==> config.mk <==
export PLATFORM = sky130hd
export DESIGN_NAME = cfg_cycle_master_flat
export DESIGN_NICKNAME = d
export VERILOG_FILES = /design/src/rtl/cfg_cycle_master_if.sv /design/src/rtl/cfg_cycle_master.sv /design/src/flat_wrapper.sv
export SDC_FILE = /design/constraint.sdc
export NUM_CORES = 1
export LEC_CHECK = 0
export CORE_UTILIZATION = 40
export DETAILED_ROUTE_END_ITERATION = 12
export MAX_ROUTING_LAYER = met4
export PLACE_DENSITY = 0.89
export SLEW_MARGIN = 25
export SYNTH_ARGS = -nofsm -noshare
export SYNTH_HDL_FRONTEND = slang
export SYNTH_SLANG_ARGS = --single-unit
export TNS_END_PERCENT = 100
==> constraint.sdc <==
create_clock -name CLK -period 2.05 [get_ports CLK]
set_input_delay 0.3075 -clock CLK [delete_from_list [all_inputs] [get_ports CLK]]
set_output_delay 0.3075 -clock CLK [all_outputs]
set_load 0.03 [all_outputs]
==> src/rtl/cfg_cycle_master_if.sv <==
// -----------------------------------------------------------------------------
// cfg_cycle_master_if
// Bundles the command port and the configuration-space bus of cfg_cycle_master.
//   master modport : the cycle master's view (drives the bus, takes commands)
//   slave  modport : the user/responder view (issues commands, answers cycles)
// Signals:
//   req/req_wr/req_addr/req_wdata      command request, direction, address, data
//   busy/done/status/rdata             command progress and completion result
//   cfg_hit/cfg_vld                    address-phase strobes
//   s_wrdn/s_data/s_data_vld           direction, data phase, transfer strobe
//   addr/adio_out/adio_in              address and data toward/from responder
//   c_ready/c_term                     responder ready / terminate
//   stat_ok/stat_err                   completion statistics
// -----------------------------------------------------------------------------
interface cfg_cycle_master_if;
    logic        req;
    logic        req_wr;
    logic [31:0] req_addr;
    logic [31:0] req_wdata;
    logic        busy;
    logic        done;
    logic [1:0]  status;
    logic [31:0] rdata;
    logic        cfg_hit;
    logic        cfg_vld;
    logic        s_wrdn;
    logic        s_data;
    logic        s_data_vld;
    logic [31:0] addr;
    logic [31:0] adio_out;
    logic [31:0] adio_in;
    logic        c_ready;
    logic        c_term;
    logic [15:0] stat_ok;
    logic [15:0] stat_err;

    modport master (
        input  req, req_wr, req_addr, req_wdata, adio_in, c_ready, c_term,
        output busy, done, status, rdata, cfg_hit, cfg_vld, s_wrdn, s_data,
               s_data_vld, addr, adio_out, stat_ok, stat_err
    );

    modport slave (
        output req, req_wr, req_addr, req_wdata, adio_in, c_ready, c_term,
        input  busy, done, status, rdata, cfg_hit, cfg_vld, s_wrdn, s_data,
               s_data_vld, addr, adio_out, stat_ok, stat_err
    );
endinterface

==> src/rtl/cfg_cycle_master.sv <==
// -----------------------------------------------------------------------------
// cfg_cycle_master
// Plays the core side of the target configuration interface toward a user
// config-space responder. One command at a time is accepted from the req port,
// then an address phase (cfg_hit/cfg_vld) and a data phase (s_data/s_data_vld)
// are run, honouring responder wait states, and a completion status is given.
//
// Ports:
//   CLK      clock, rising edge
//   reset_n  asynchronous active-low reset
//   bus      cfg_cycle_master_if.master (command port + config bus, see _if)
//
// Parameters:
//   TIMEOUT  data-phase cycles allowed before abort (1..255)
//   WAIT_W   wait counter width, 2**WAIT_W must exceed TIMEOUT
//
// Optional build macro CFG_MASTER_STATS_EN: when defined, stat_ok/stat_err
// count ok and retry/timeout completions (16-bit, saturating); otherwise both
// are tied to zero.
//
// state | meaning
// ------+-----------------------------------------------------------
// IDLE  | waiting for req; bus outputs quiet
// ADDR  | one-cycle address phase, cfg_hit/cfg_vld asserted
// DATA  | data phase, waiting for c_term or wait-counter timeout
// TURN  | one-cycle turnaround, done pulse with status
// -----------------------------------------------------------------------------
module cfg_cycle_master #(
    parameter int unsigned TIMEOUT = 16,
    parameter int unsigned WAIT_W  = 8
) (
    input  logic                CLK,
    input  logic                reset_n,
    cfg_cycle_master_if.master  bus
);

    typedef enum logic [1:0] {
        ST_IDLE = 2'd0,
        ST_ADDR = 2'd1,
        ST_DATA = 2'd2,
        ST_TURN = 2'd3
    } state_t;

    localparam logic [WAIT_W-1:0] LP_CNT_LAST = WAIT_W'(TIMEOUT - 1);
    localparam logic [WAIT_W-1:0] LP_CNT_MAX  = '1;

    state_t            r_state;
    state_t            w_state_nxt;
    logic              r_wr;
    logic [31:0]       r_addr;
    logic [31:0]       r_wdata;
    logic [31:0]       r_rdata;
    logic [1:0]        r_status;
    logic [WAIT_W-1:0] r_cnt;

    logic w_accept;
    logic w_term_ok;
    logic w_term_retry;
    logic w_timeout;
    logic w_end;

    assign w_accept     = (r_state == ST_IDLE) && bus.req;
    // Termination priority: ready+term, then term alone, then the timeout.
    assign w_term_ok    = (r_state == ST_DATA) && bus.c_term && bus.c_ready;
    assign w_term_retry = (r_state == ST_DATA) && bus.c_term && !bus.c_ready;
    assign w_timeout    = (r_state == ST_DATA) && !bus.c_term && (r_cnt == LP_CNT_LAST);
    assign w_end        = w_term_ok || w_term_retry || w_timeout;

    always_ff @(posedge CLK or negedge reset_n) begin
        if (!reset_n) begin
            r_state <= ST_IDLE;
        end else begin
            r_state <= w_state_nxt;
        end
    end

    always_comb begin
        w_state_nxt = r_state;
        case (r_state)
            ST_IDLE: if (bus.req) w_state_nxt = ST_ADDR;
            ST_ADDR: w_state_nxt = ST_DATA;
            ST_DATA: if (w_end) w_state_nxt = ST_TURN;
            ST_TURN: w_state_nxt = ST_IDLE;
            default: w_state_nxt = ST_IDLE;
        endcase
    end

    always_ff @(posedge CLK or negedge reset_n) begin
        if (!reset_n) begin
            r_wr     <= 1'b0;
            r_addr   <= '0;
            r_wdata  <= '0;
            r_rdata  <= '0;
            r_status <= 2'b00;
            r_cnt    <= '0;
        end else begin
            if (w_accept) begin
                r_wr    <= bus.req_wr;
                r_addr  <= bus.req_addr;
                r_wdata <= bus.req_wdata;
            end

            if (r_state == ST_ADDR) begin
                r_cnt <= '0;
            end else if ((r_state == ST_DATA) && !w_end && (r_cnt != LP_CNT_MAX)) begin
                r_cnt <= r_cnt + 1'b1;
            end

            if (w_term_ok) begin
                r_status <= 2'b00;
                if (!r_wr) begin
                    r_rdata <= bus.adio_in;
                end
            end else if (w_term_retry) begin
                r_status <= 2'b10;
            end else if (w_timeout) begin
                r_status <= 2'b11;
            end
        end
    end

    always_comb begin
        bus.busy       = (r_state != ST_IDLE);
        bus.done       = 1'b0;
        bus.status     = 2'b00;
        bus.rdata      = r_rdata;
        bus.cfg_hit    = 1'b0;
        bus.cfg_vld    = 1'b0;
        bus.s_wrdn     = 1'b0;
        bus.s_data     = 1'b0;
        bus.s_data_vld = 1'b0;
        bus.addr       = '0;
        bus.adio_out   = '0;
        case (r_state)
            ST_ADDR: begin
                bus.cfg_hit = 1'b1;
                bus.cfg_vld = 1'b1;
                bus.addr    = r_addr;
                bus.s_wrdn  = r_wr;
            end
            ST_DATA: begin
                bus.s_data     = 1'b1;
                bus.s_data_vld = bus.c_ready;
                bus.addr       = r_addr;
                bus.s_wrdn     = r_wr;
                bus.adio_out   = r_wr ? r_wdata : 32'h0;
            end
            ST_TURN: begin
                bus.done   = 1'b1;
                bus.status = r_status;
                bus.addr   = r_addr;
                bus.s_wrdn = r_wr;
            end
            default: ;
        endcase
    end

`ifdef CFG_MASTER_STATS_EN
    logic [15:0] r_stat_ok;
    logic [15:0] r_stat_err;

    always_ff @(posedge CLK or negedge reset_n) begin
        if (!reset_n) begin
            r_stat_ok  <= '0;
            r_stat_err <= '0;
        end else begin
            if (w_term_ok && (r_stat_ok != 16'hFFFF)) begin
                r_stat_ok <= r_stat_ok + 16'd1;
            end
            if ((w_term_retry || w_timeout) && (r_stat_err != 16'hFFFF)) begin
                r_stat_err <= r_stat_err + 16'd1;
            end
        end
    end

    assign bus.stat_ok  = r_stat_ok;
    assign bus.stat_err = r_stat_err;
`else
    assign bus.stat_ok  = '0;
    assign bus.stat_err = '0;
`endif

endmodule

==> src/flat_wrapper.sv <==
// flat-port wrapper written by rule: the top's interface ports become plain ports
module cfg_cycle_master_flat 
#(
    parameter int unsigned TIMEOUT = 16,
    parameter int unsigned WAIT_W  = 8
)
  (CLK, reset_n, bus_req, bus_req_wr, bus_req_addr, bus_req_wdata, bus_adio_in, bus_c_ready, bus_c_term, bus_busy, bus_done, bus_status, bus_rdata, bus_cfg_hit, bus_cfg_vld, bus_s_wrdn, bus_s_data, bus_s_data_vld, bus_addr, bus_adio_out, bus_stat_ok, bus_stat_err);
  cfg_cycle_master_if bus_i ();
  input  logic CLK;
  input  logic reset_n;
  input wire logic [$bits(bus_i.req)-1:0] bus_req;
  input wire logic [$bits(bus_i.req_wr)-1:0] bus_req_wr;
  input wire logic [$bits(bus_i.req_addr)-1:0] bus_req_addr;
  input wire logic [$bits(bus_i.req_wdata)-1:0] bus_req_wdata;
  input wire logic [$bits(bus_i.adio_in)-1:0] bus_adio_in;
  input wire logic [$bits(bus_i.c_ready)-1:0] bus_c_ready;
  input wire logic [$bits(bus_i.c_term)-1:0] bus_c_term;
  output wire logic [$bits(bus_i.busy)-1:0] bus_busy;
  output wire logic [$bits(bus_i.done)-1:0] bus_done;
  output wire logic [$bits(bus_i.status)-1:0] bus_status;
  output wire logic [$bits(bus_i.rdata)-1:0] bus_rdata;
  output wire logic [$bits(bus_i.cfg_hit)-1:0] bus_cfg_hit;
  output wire logic [$bits(bus_i.cfg_vld)-1:0] bus_cfg_vld;
  output wire logic [$bits(bus_i.s_wrdn)-1:0] bus_s_wrdn;
  output wire logic [$bits(bus_i.s_data)-1:0] bus_s_data;
  output wire logic [$bits(bus_i.s_data_vld)-1:0] bus_s_data_vld;
  output wire logic [$bits(bus_i.addr)-1:0] bus_addr;
  output wire logic [$bits(bus_i.adio_out)-1:0] bus_adio_out;
  output wire logic [$bits(bus_i.stat_ok)-1:0] bus_stat_ok;
  output wire logic [$bits(bus_i.stat_err)-1:0] bus_stat_err;
  assign bus_i.req = bus_req;
  assign bus_i.req_wr = bus_req_wr;
  assign bus_i.req_addr = bus_req_addr;
  assign bus_i.req_wdata = bus_req_wdata;
  assign bus_i.adio_in = bus_adio_in;
  assign bus_i.c_ready = bus_c_ready;
  assign bus_i.c_term = bus_c_term;
  assign bus_busy = bus_i.busy;
  assign bus_done = bus_i.done;
  assign bus_status = bus_i.status;
  assign bus_rdata = bus_i.rdata;
  assign bus_cfg_hit = bus_i.cfg_hit;
  assign bus_cfg_vld = bus_i.cfg_vld;
  assign bus_s_wrdn = bus_i.s_wrdn;
  assign bus_s_data = bus_i.s_data;
  assign bus_s_data_vld = bus_i.s_data_vld;
  assign bus_addr = bus_i.addr;
  assign bus_adio_out = bus_i.adio_out;
  assign bus_stat_ok = bus_i.stat_ok;
  assign bus_stat_err = bus_i.stat_err;
  cfg_cycle_master #(.TIMEOUT(TIMEOUT), .WAIT_W(WAIT_W)) u_core (.CLK(CLK), .reset_n(reset_n), .bus(bus_i));
endmodule
==> summary.txt, run 1 <==
STA
  – Slew Limit Fails: 0
  – Final Hold Viols: 0
  – Worst Skew: 0.00711 ns
  – Hold slack: 0.00745 ns
  – Worst Tran Pin Value: 0.579 ns
  – Final setup fails: 0
  – Fin crit period: 1.97 ns
  – Setup TNS: 0 ns
  – Fmax: 0.507 GHz
  – Worst slew margin: 0.614
  – Tcrit/Tclk final: 0.963
  – RSZ-0062 raised after global routing: no

Pwr
  – Sequential share of power: 0.312
  – Switching Share: 0.411
  – Leakage power: 3.41 nW
  – Power per Cell Area: 1620 nW/um^2
  – Clk pwr share: 0.156
  – Internal cell power: 7.00 mW
  – Share of total power in combinational logic: 0.533
  – P_sw: 4.88 mW
  – Max IR drop VDD: 0.893 mV

Routing
  – Top routing layer in use: met4
  – Met2 WL: 6.48 mm
  – Via count: 3643
  – Wire per inst: 16.0 um
  – Drt drc: 0
  – Wire length on met1: 4.76 mm
  – Antenna viol nets, final: 0
  – Final wirelength: 12.3 mm
  – Routed vias/inst: 4.76
  – Initial DRC Count: 94
  – Met3 WL: 811 um
  – Drt first pass iters: 4

Cells and area
  – Layout area overhead: 46.4%
  – Layout Nets: 700
  – Ant diodes: 0
  – Share of post-route cells with drive strength above 1: 0.332

Place
  – Port Buffer Count: 206
  – Hpwl dp: 8.93 mm
  – Global placement routability congestion: 0.803

Clock tree
  – Clock Latency Late Sink: 0.35 ns
  – CTS root buf: clkbuf_16
  – Clk slew on worst S/H paths: 0.07 ns
  – Max Root-Sink Buffers: 2
  – CTS buffer count: 9
  – Sink Count: 109
  – Post-CTS Setup Inserts: 0
  – CTS tree: yes
  – Htree depth: 3
  – Cts hold-fix bufs: 0

Floorplanning
  – Initial core utilization: 0.413
  – # IOs: 239
  – Die extent in y: 114 um
  – DIE AREA: 12900 um^2
  – Die X: 114 um
  – Core Area: 12100 um^2
  – Num rows: 40

Critical path
  – Data required, critical path: 1.74 ns
  – R2r startpoint: u_core.r_cnt[5]
  – Crit path kind: reg -> out
  – Endpoint class of the critical path: output pin
  – Startpoint types: flip-flop
  – CP startpoint: u_core.r_state[0]
  – Critical path peak fanout: 36
  – CP arrival: 1.67 ns

Synthesis
  – Number of synthesized flops with an enable pin: 0
  – Yosys Warn Count: 0
  – Ys flop type: dfrtp_1
  – Synthesized flop and latch total: 109
  – Sequential fraction of the synthesis area: 0.546
  – Post-Syn Instances: 388
  – Asr flop ratio synth: 1.00
  – Synth cell types: 34
  – Mapped cell area: 5000 um^2
  – Avg Synthesized Cell Area: 12.9 um^2

Global route
  – Initial antenna violation count: 0
  – Largest net degree at the start of global routing: 110
  – GR Util All Layers: 0.202
  – First-pass GRT wire length: 19.5 mm
  – Vias in the first global route: 3994
  – Grt ovf: 0

Hold path
  – Hold Path Class: in -> async

Outcome
  – Status: completed

Run
  – Max-cap violations: 0
metrics by stage:
step / worst slack [ns] / power [mW] / utilization / std cells / cell area, um^2
final: 0.0762 / 11.9 / 0.604 / 765 / 7310
after global routing: 0.0000242 / 12.5 / 0.604 / 765 / 7310
after CTS: 0.000599 / 12.2 / 0.617 / 765 / 7480
after detailed placement: 0.00820 / 10.4 / 0.589 / 749 / 7130
after global placement: 0.123 / 10.2 / 0.589 / 749 / 7130
after floorplan: 0.0450 / 7.73 / - / 419 / 5110
worst paths after layout:
kind                                         to  slack (ns)  cells after the start
max in group asynchronous     u_core.r_addr[29]        1.59                      2
hold reg to reg               u_core.r_addr[12]        0.50                      1
min in group CLK              u_core.r_addr[12]        0.50                      1
setup / recovery                bus_adio_out[9]        0.08                      5
hold / removal             u_core.bus.rdata[30]       0.007                      2
setup reg to reg              u_core.r_state[1]        0.19                      4
routing by layer:
layer	GRT usage	vias up
met3	0.0659	17
met4	0.0684	0
met5	-	-
li1	-	1675
met1	0.218	1791
met2	0.351	160
worst max-delay path, stage by stage, from the launching register on:
cell     delay [ns]
dfrtp_1        0.38
inv_1          0.11
ha_2           0.26
buf_12         0.19
and3_1         0.23
buf_12         0.14
power by group through the flow:
stage               sequential (mW)  clock (mW)  combinational [mW]
floorplan                      4.20           0                3.53
finish                         3.70        1.85                6.33
global placement               3.64           0                6.53
CTS                            3.69        1.90                6.60
global route                   3.81        2.00                6.71
detailed placement             3.72           0                6.73
cell usage in the layout (no fill, tap or decap), drive strengths merged, types with 2 or more instances in the layout:
cell type      count
bufinv             2
clkdlybuf4s15      2
clkinvlp           2
buf               66
conb              32
mux2             100
o31ai              2
clkbuf            21
nor2               4
and2               3
or4                2
dfrtp            109
o21ai              4
dlygate4sd2        5
or3                3
inv                5
ha                 6
o22a               2
nand2              5
clkdlybuf4s50    132
a21oi              6
nor2b             37
nand3              2
and3              32
state kept, by name, summed over array words and instances, names as in the netlist:
register and cells:
u_core.bus.rdata 32, u_core.r_addr 32, u_core.r_wdata 32, u_core.r_cnt 8
u_core.r_state 2, u_core.r_status 2, u_core.r_wr 1
Yosys cell counts, types with 2 or more instances:
master	count	area, um^2
a21oi_1	5	25.0
inv_1	4	15.0
and3_1	32	200
mux2_1	2	22.5
nand3_1	2	10.0
o21ai_0	4	20.0
mux2_2	98	1100
buf_2	9	45.0
o22a_1	2	17.5
clkbuf_1	13	48.8
nor2b_1	37	231
buf_4	33	248
o31ai_1	2	15.0
nor2_1	4	15.0
or3_1	3	18.8
and2_1	3	18.8
ha_1	6	75.1
nand2_1	5	18.8
dfrtp_1	109	2730
repair_timing:
item	in CTS	in global routing
resized for setup	97	54
cloned	0	0
setup endpoints to repair	70	37
endpoints found under the hold margin	0	0
cells by family after synthesis:
kind of cell / share of synthesized area
other cells: 0.000751
buf+inv: 0.0714
xor+xnor: 0.00175
fa+ha+maj: 0.0150
compound gates: 0.0238
flops: 0.546
simple gates: 0.116
mux: 0.225
area by class of cell:
class                           count  area (um^2)
Clock buffer                       11          233
Sequential cell                   109         2730
Inverter                            4         15.0
Clock inverter                      5         83.8
Multi-Input combinational cell    251         2040
Fill cell                         971         4800
Tap cell                          168          210
Timing Repair Buffer              217         2010
Power figures use the tool's default switching activity.
==> inputs of run 2 (changes only) <==
--- a/config.mk
+++ b/config.mk
@@ -5,10 +5,10 @@
 export SDC_FILE = /design/constraint.sdc
 export NUM_CORES = 1
 export LEC_CHECK = 0
-export CORE_UTILIZATION = 40
+export CORE_UTILIZATION = 37
 export DETAILED_ROUTE_END_ITERATION = 12
 export MAX_ROUTING_LAYER = met4
-export PLACE_DENSITY = 0.89
+export PLACE_DENSITY = 0.87
 export SLEW_MARGIN = 25
 export SYNTH_ARGS = -nofsm -noshare
 export SYNTH_HDL_FRONTEND = slang
==> constraint.sdc (replaced) <==
create_clock -name CLK -period 1.7 [get_ports CLK]
set_input_delay 0.255 -clock CLK [delete_from_list [all_inputs] [get_ports CLK]]
set_output_delay 0.255 -clock CLK [all_outputs]
set_load 0.03 [all_outputs]
==> summary.txt, run 2 (same netlist as run 1, synthesis figures left out) <==
Cells and area
  – FILL cells: 963 (was 971)
  – Commonest non-fill, non-tap cell in the layout: clkdlybuf4s50_1 (unchanged)
  – Ant diodes: 0 (unchanged)
  – Utilization after layout: 0.631 (was 0.604)
  – Layout Nets: 731 (was 700)
  – Share of post-route cells with drive strength above 1: 0.441 (was 0.332)
  – Layout area overhead: 66.7% (was 46.4%)
  – Most frequent cells in the layout: clkdlybuf4s50_1, dfrtp_1, mux2_2 (unchanged)

Critical path
  – CP arrival: 1.56 ns (was 1.67 ns)
  – Endpoint class of the critical path: output pin (unchanged)
  – Critical path peak fanout: 20 (was 36)
  – Crit-path cells: buf_6 -> ha_4 -> buf_12 -> and3_4 -> buf_12 (was inv_1 -> ha_2 -> buf_12 -> and3_1 -> buf_12)
  – Data required, critical path: 1.44 ns (was 1.74 ns)
  – R2r startpoint: u_core.r_state[1] (was u_core.r_cnt[5])
  – FF-to-FF End: u_core.bus.rdata[26] (was u_core.r_state[1])
  – Startpoint types: flip-flop (unchanged)
  – Worst path max stage delay: 0.41 ns (was 0.38 ns)
  – Worst path slowest cell: dfrtp_1 (unchanged)
  – Most frequent cell on the critical path: buf_12 (unchanged)
  – R2R Setup Slk: -0.10 ns (was 0.19 ns)
  – Worst setup endpoint: bus_adio_out[5] (was bus_adio_out[9])
  – Crit path kind: reg -> out (unchanged)
  – CP startpoint: u_core.r_state[1] (was u_core.r_state[0])
  – Cells on worst reg2reg path: 7 (was 4)
  – Stages on worst setup path: 5 (unchanged)
  – Top delay family on crit path: buffers and inverters (unchanged)
  – WP buf/inv: 3 (unchanged)

Clock tree
  – CTS tree: yes (unchanged)
  – Sink Count: 109 (unchanged)
  – Clock Latency Late Sink: 0.36 ns (was 0.35 ns)
  – CTS root buf: clkbuf_16 (unchanged)
  – Clk slew on worst S/H paths: 0.07 ns (about the same)
  – Max Root-Sink Buffers: 2 (unchanged)
  – CTS buffer count: 9 (unchanged)
  – Htree depth: 3 (unchanged)

Floorplanning
  – Die extent in y: 118 um (was 114 um)
  – DIE AREA: 14000 um^2 (was 12900 um^2)
  – Core Area: 13200 um^2 (was 12100 um^2)
  – Die X: 118 um (was 114 um)
  – # IOs: 239 (unchanged)
  – Num rows: 42 (was 40)
  – Initial core utilization: 0.379 (was 0.413)

STA
  – Worst Skew: 0.00996 ns (was 0.00711 ns)
  – Fmax: 0.550 GHz
  – Tcrit/Tclk final: 1.07
  – Fin crit period: 1.82 ns
  – Final Hold Viols: 0 (unchanged)
  – Final setup fails: 169 (was 0)
  – RSZ-0062 raised after global routing: yes (was no)
  – Slew Limit Fails: 0 (unchanged)
  – Setup ws final: -0.120 ns (was 0.0762 ns)

Routing
  – Final wirelength: 14.1 mm (was 12.3 mm)
  – Via count: 3839 (was 3643)
  – Initial DRC Count: 99 (was 94)
  – Wire per inst: 17.6 um (was 16.0 um)
  – Drt first pass iters: 4 (unchanged)
  – Antenna viol nets, final: 0 (unchanged)
  – Routed vias/inst: 4.77 (was 4.76)
  – Drt drc: 0 (unchanged)

Global route
  – Largest net degree at the start of global routing: 63 (was 110)
  – Vias in the first global route: 4157 (was 3994)
  – Initial antenna violation count: 0 (unchanged)
  – Grt ovf: 0 (unchanged)
  – First-pass GRT wire length: 21.6 mm (was 19.5 mm)
  – GR Util All Layers: 0.207 (was 0.202)

Hold path
  – Hold Path Class: in -> async (unchanged)

Place
  – Hpwl dp: 9.05 mm (was 8.93 mm)
  – Dpl ws: -0.0327 ns (was 0.00820 ns)
  – Port Buffer Count: 206 (unchanged)
  – Global placement routability congestion: 0.762 (was 0.803)

Pwr
  – Power per Cell Area: 1930 nW/um^2 (was 1620 nW/um^2)
  – Max IR drop VDD: 0.988 mV (was 0.893 mV)
  – Leakage power: 3.94 nW (was 3.41 nW)

Outcome
  – Status: finished, violations left (was completed)
  – Failing checks: negative setup slack

Run
  – Max-cap violations: 0 (unchanged)
==> run 2: report_power, final <==
group / internal [mW] / switching, mW
Clock: 1.04 / 0.974
Sequential: 3.83 / 0.689
Combinational: 4.75 / 4.78
==> run 2: how the worst min path moves through the flow <==
stage | start | to
floorplan | reset_n | u_core.bus.rdata[0]
global placement | reset_n | u_core.r_wdata[13]
detailed placement | reset_n | u_core.r_wdata[21]
CTS | reset_n | u_core.r_wdata[12]
global route | reset_n | u_core.r_wdata[12]
finish | reset_n | u_core.r_wdata[12]
==> run 2: metrics by stage <==
stage                     area (um^2)  hold slack, ns  TNS (ns)  std cells  power (mW)
after floorplan                  5150         -0.0406         0        419        9.39
final                            8330           0.343    -10.43        804        16.1
after global routing             8330           0.353    -19.95        804        16.8
after global placement           7200           0.167         0        766        12.4
after detailed placement         7200           0.173    -0.662        766        12.7
after CTS                        8070           0.333    -11.01        796        15.8
==> run 2: what timing repair did <==
action                                 4_1_cts  5_1_grt
gates cloned                                 5        2
setup endpoints to repair                  106      186
hold buffers                                 1        0
pin swaps                                    4        9
resized for setup                          110       46
buffers inserted                             8        6
endpoints found under the hold margin       21        0
==> run 2: per-layer routing <==
layer	share of wire	global-route usage	vias up	wire length, um
li1	-	-	1745	-
met1	0.40	0.233	1896	5590
met2	0.52	0.351	172	7380
met3	0.059	0.0463	26	829
met4	0.024	0.0978	0	346
met5	0	-	-	0
==> run 2: final cells by class <==
class | count | area (um^2) | area share
clock inverter | 6 | 45.0 | 0.00541
clock buffer | 10 | 239 | 0.0287
multi-input combinational | 251 | 2380 | 0.286
inverter | 4 | 15.0 | 0.00180
sequential | 109 | 2730 | 0.328
timing repair buffer | 248 | 2700 | 0.324
tap | 176 | 220 | 0.0264
==> run 2: worst reg2reg max path, stage by stage (launching register included) <==
cell       delay (ns)
dfrtp_1          0.41
buf_6            0.13
ha_4             0.18
and2_4           0.18
nand3b_1         0.12
buf_12           0.18
clkbuf_16        0.18
mux2_4           0.31
==> inputs of run 3 (changes only) <==
--- a/config.mk
+++ b/config.mk
@@ -9,7 +9,7 @@
 export DETAILED_ROUTE_END_ITERATION = 12
 export MAX_ROUTING_LAYER = met4
 export PLACE_DENSITY = 0.87
-export SLEW_MARGIN = 25
+export SLEW_MARGIN = 20
 export SYNTH_ARGS = -nofsm -noshare
 export SYNTH_HDL_FRONTEND = slang
 export SYNTH_SLANG_ARGS = --single-unit
==> constraint.sdc (replaced) <==
create_clock -name CLK -period 1.7 [get_ports CLK]
set_input_delay 0.425 -clock CLK [delete_from_list [all_inputs] [get_ports CLK]]
set_output_delay 0.425 -clock CLK [all_outputs]
set_load 0.03 [all_outputs]
==> summary.txt, run 3 (same netlist as run 1, synthesis figures left out) <==
Outcome
  – Status: finished, violations left (unchanged)
  – Failing checks: negative setup slack (unchanged)

STA
  – Tcrit/Tclk final: 1.18 (was 1.07)
  – RSZ-0062 raised after global routing: yes (unchanged)
  – Fmax: 0.497 GHz (was 0.550 GHz)
  – Fin crit period: 2.01 ns (was 1.82 ns)
  – Worst Skew: 0.00842 ns (was 0.00996 ns)
  – Final setup fails: 112 (was 169)
  – Final Hold Viols: 0 (unchanged)
  – Slew Limit Fails: 0 (unchanged)
  – Setup ws final: -0.313 ns (was -0.120 ns)

Run
  – Max-cap violations: 0 (unchanged)

Cells and area
  – Ant diodes: 0 (unchanged)
  – Final std cells w/o fill: 802 (was 804)
  – Final Instance Area: 8250 um^2 (was 8330 um^2)
  – Layout area overhead: 65.1% (was 66.7%)
  – Most frequent cells in the layout: dfrtp_1, clkdlybuf4s50_1, mux2_2 (was clkdlybuf4s50_1, dfrtp_1, mux2_2)
  – Utilization after layout: 0.625 (was 0.631)
  – Layout Nets: 730 (was 731)
  – Share of post-route cells with drive strength above 1: 0.454 (was 0.441)
  – Commonest non-fill, non-tap cell in the layout: dfrtp_1 (was clkdlybuf4s50_1)

Critical path
  – Endpoint class of the critical path: output pin (unchanged)
  – Crit path kind: reg -> out (unchanged)
  – Data required, critical path: 1.27 ns (was 1.44 ns)
  – CP arrival: 1.59 ns (was 1.56 ns)
  – Startpoint types: flip-flop (unchanged)
  – Critical path peak fanout: 5 (was 20)

Global route
  – Grt ovf: 0 (unchanged)
  – GR Util All Layers: 0.195 (was 0.207)
  – Largest net degree at the start of global routing: 34 (was 63)
  – Vias in the first global route: 4170 (was 4157)
  – First-pass GRT wire length: 20.7 mm (was 21.6 mm)
  – Initial antenna violation count: 0 (unchanged)

Pwr
  – Power per Cell Area: 1910 nW/um^2 (was 1930 nW/um^2)
  – Max IR drop VDD: 1.35 mV (was 0.988 mV)
  – Final total power: 15.8 mW (was 16.1 mW)
  – Leakage power: 3.85 nW (was 3.94 nW)

Place
  – Dpl ws: -0.169 ns (was -0.0327 ns)
  – Post-Place Cell Area: 7390 um^2 (was 7200 um^2)
  – Global placement routability congestion: 0.752 (was 0.762)
  – Port Buffer Count: 206 (unchanged)
  – DP Cell Count: 770 (was 766)
  – Hpwl dp: 9.31 mm (was 9.05 mm)

Floorplanning
  – Die X: 118 um (unchanged)
  – Die extent in y: 118 um (unchanged)
  – DIE AREA: 14000 um^2 (unchanged)
  – # IOs: 239 (unchanged)
  – Initial core utilization: 0.379 (unchanged)
  – Core Area: 13200 um^2 (unchanged)
  – Num rows: 42 (unchanged)

Routing
  – Drt first pass iters: 4 (unchanged)
  – Initial DRC Count: 49 (was 99)
  – Wire per inst: 17.1 um (was 17.6 um)
  – Routed vias/inst: 4.78 (was 4.77)
  – Via count: 3833 (was 3839)
  – Final wirelength: 13.7 mm (was 14.1 mm)
  – Antenna viol nets, final: 0 (unchanged)
  – Drt drc: 0 (unchanged)

Clock tree
  – Htree depth: 3 (unchanged)
  – Sink Count: 109 (unchanged)
  – CTS root buf: clkbuf_16 (unchanged)
  – CTS tree: yes (unchanged)
  – Clock Latency Late Sink: 0.35 ns (was 0.36 ns)
  – Max Root-Sink Buffers: 2 (unchanged)
  – Cts hold-fix bufs: 0 (was 1)
  – CTS buffer count: 9 (unchanged)
  – Clk slew on worst S/H paths: 0.07 ns (about the same)

Hold path
  – Hold Path Class: in -> async (unchanged)
-- run 3: final cells by class --
cell class              count  area (um^2)
multi-input cells         251         2410
well taps                 176          220
repair buffers            247         2570
clock inverters             3         45.0
flip-flops and latches    109         2730
clock buffers              12          256
inverters                   4         15.0
fillers                   987         4940
-- run 3: power by group --
group / switching (mW) / internal (mW)
sequential: 0.668 / 3.83
clock: 0.920 / 1.22
combinational: 4.71 / 4.41
total: 6.30 / 9.45
-- run 3: worst paths after layout --
check | from | to | slack, ns | cells past startpoint
worst max-delay path | u_core.r_state[1] | bus_s_data_vld | -0.31 | 6
worst min-delay path | reset_n | u_core.bus.rdata[4] | 0.007 | 1
worst max register to register | u_core.r_state[1] | u_core.bus.rdata[23] | -0.30 | 9
worst min register to register | u_core.r_addr[22] | u_core.r_addr[22] | 0.50 | 1
max in group asynchronous | reset_n | u_core.r_cnt[4] | 1.18 | 2
min in group CLK | u_core.r_addr[22] | u_core.r_addr[22] | 0.50 | 1
-- run 3: routing by layer --
metal | track usage | share of wire | vias to the layer above
met2 | 0.346 | 0.53 | 175
met3 | 0.0463 | 0.056 | 29
li1 | - | - | 1736
met1 | 0.200 | 0.39 | 1893
met5 | - | 0 | -
met4 | 0.0962 | 0.028 | 0
-- run 3: what timing repair did --
| item | 4_1_cts | 5_1_grt |
|---|---|---|
| cloned | 1 | 3 |
| endpoints found under the setup margin | 105 | 114 |
| gates resized for setup | 71 | 66 |
| buffers inserted | 9 | 4 |
| pin swaps | 3 | 5 |
-- run 3: critical path, stage by stage, from the launching register on --
cell     delay, ns
dfrtp_1       0.41
buf_6         0.14
ha_4          0.19
buf_6         0.13
and2_4        0.14
buf_6         0.11
buf_12        0.12
-- run 3: through the flow --
step	setup TNS [ns]	hold WS, ns
floorplan	-3.04	0.129
global placement	-7.70	0.377
detailed placement	-8.98	0.394
CTS	-22.86	0.00917
global route	-33.38	0.0224
finish	-27.10	0.00733
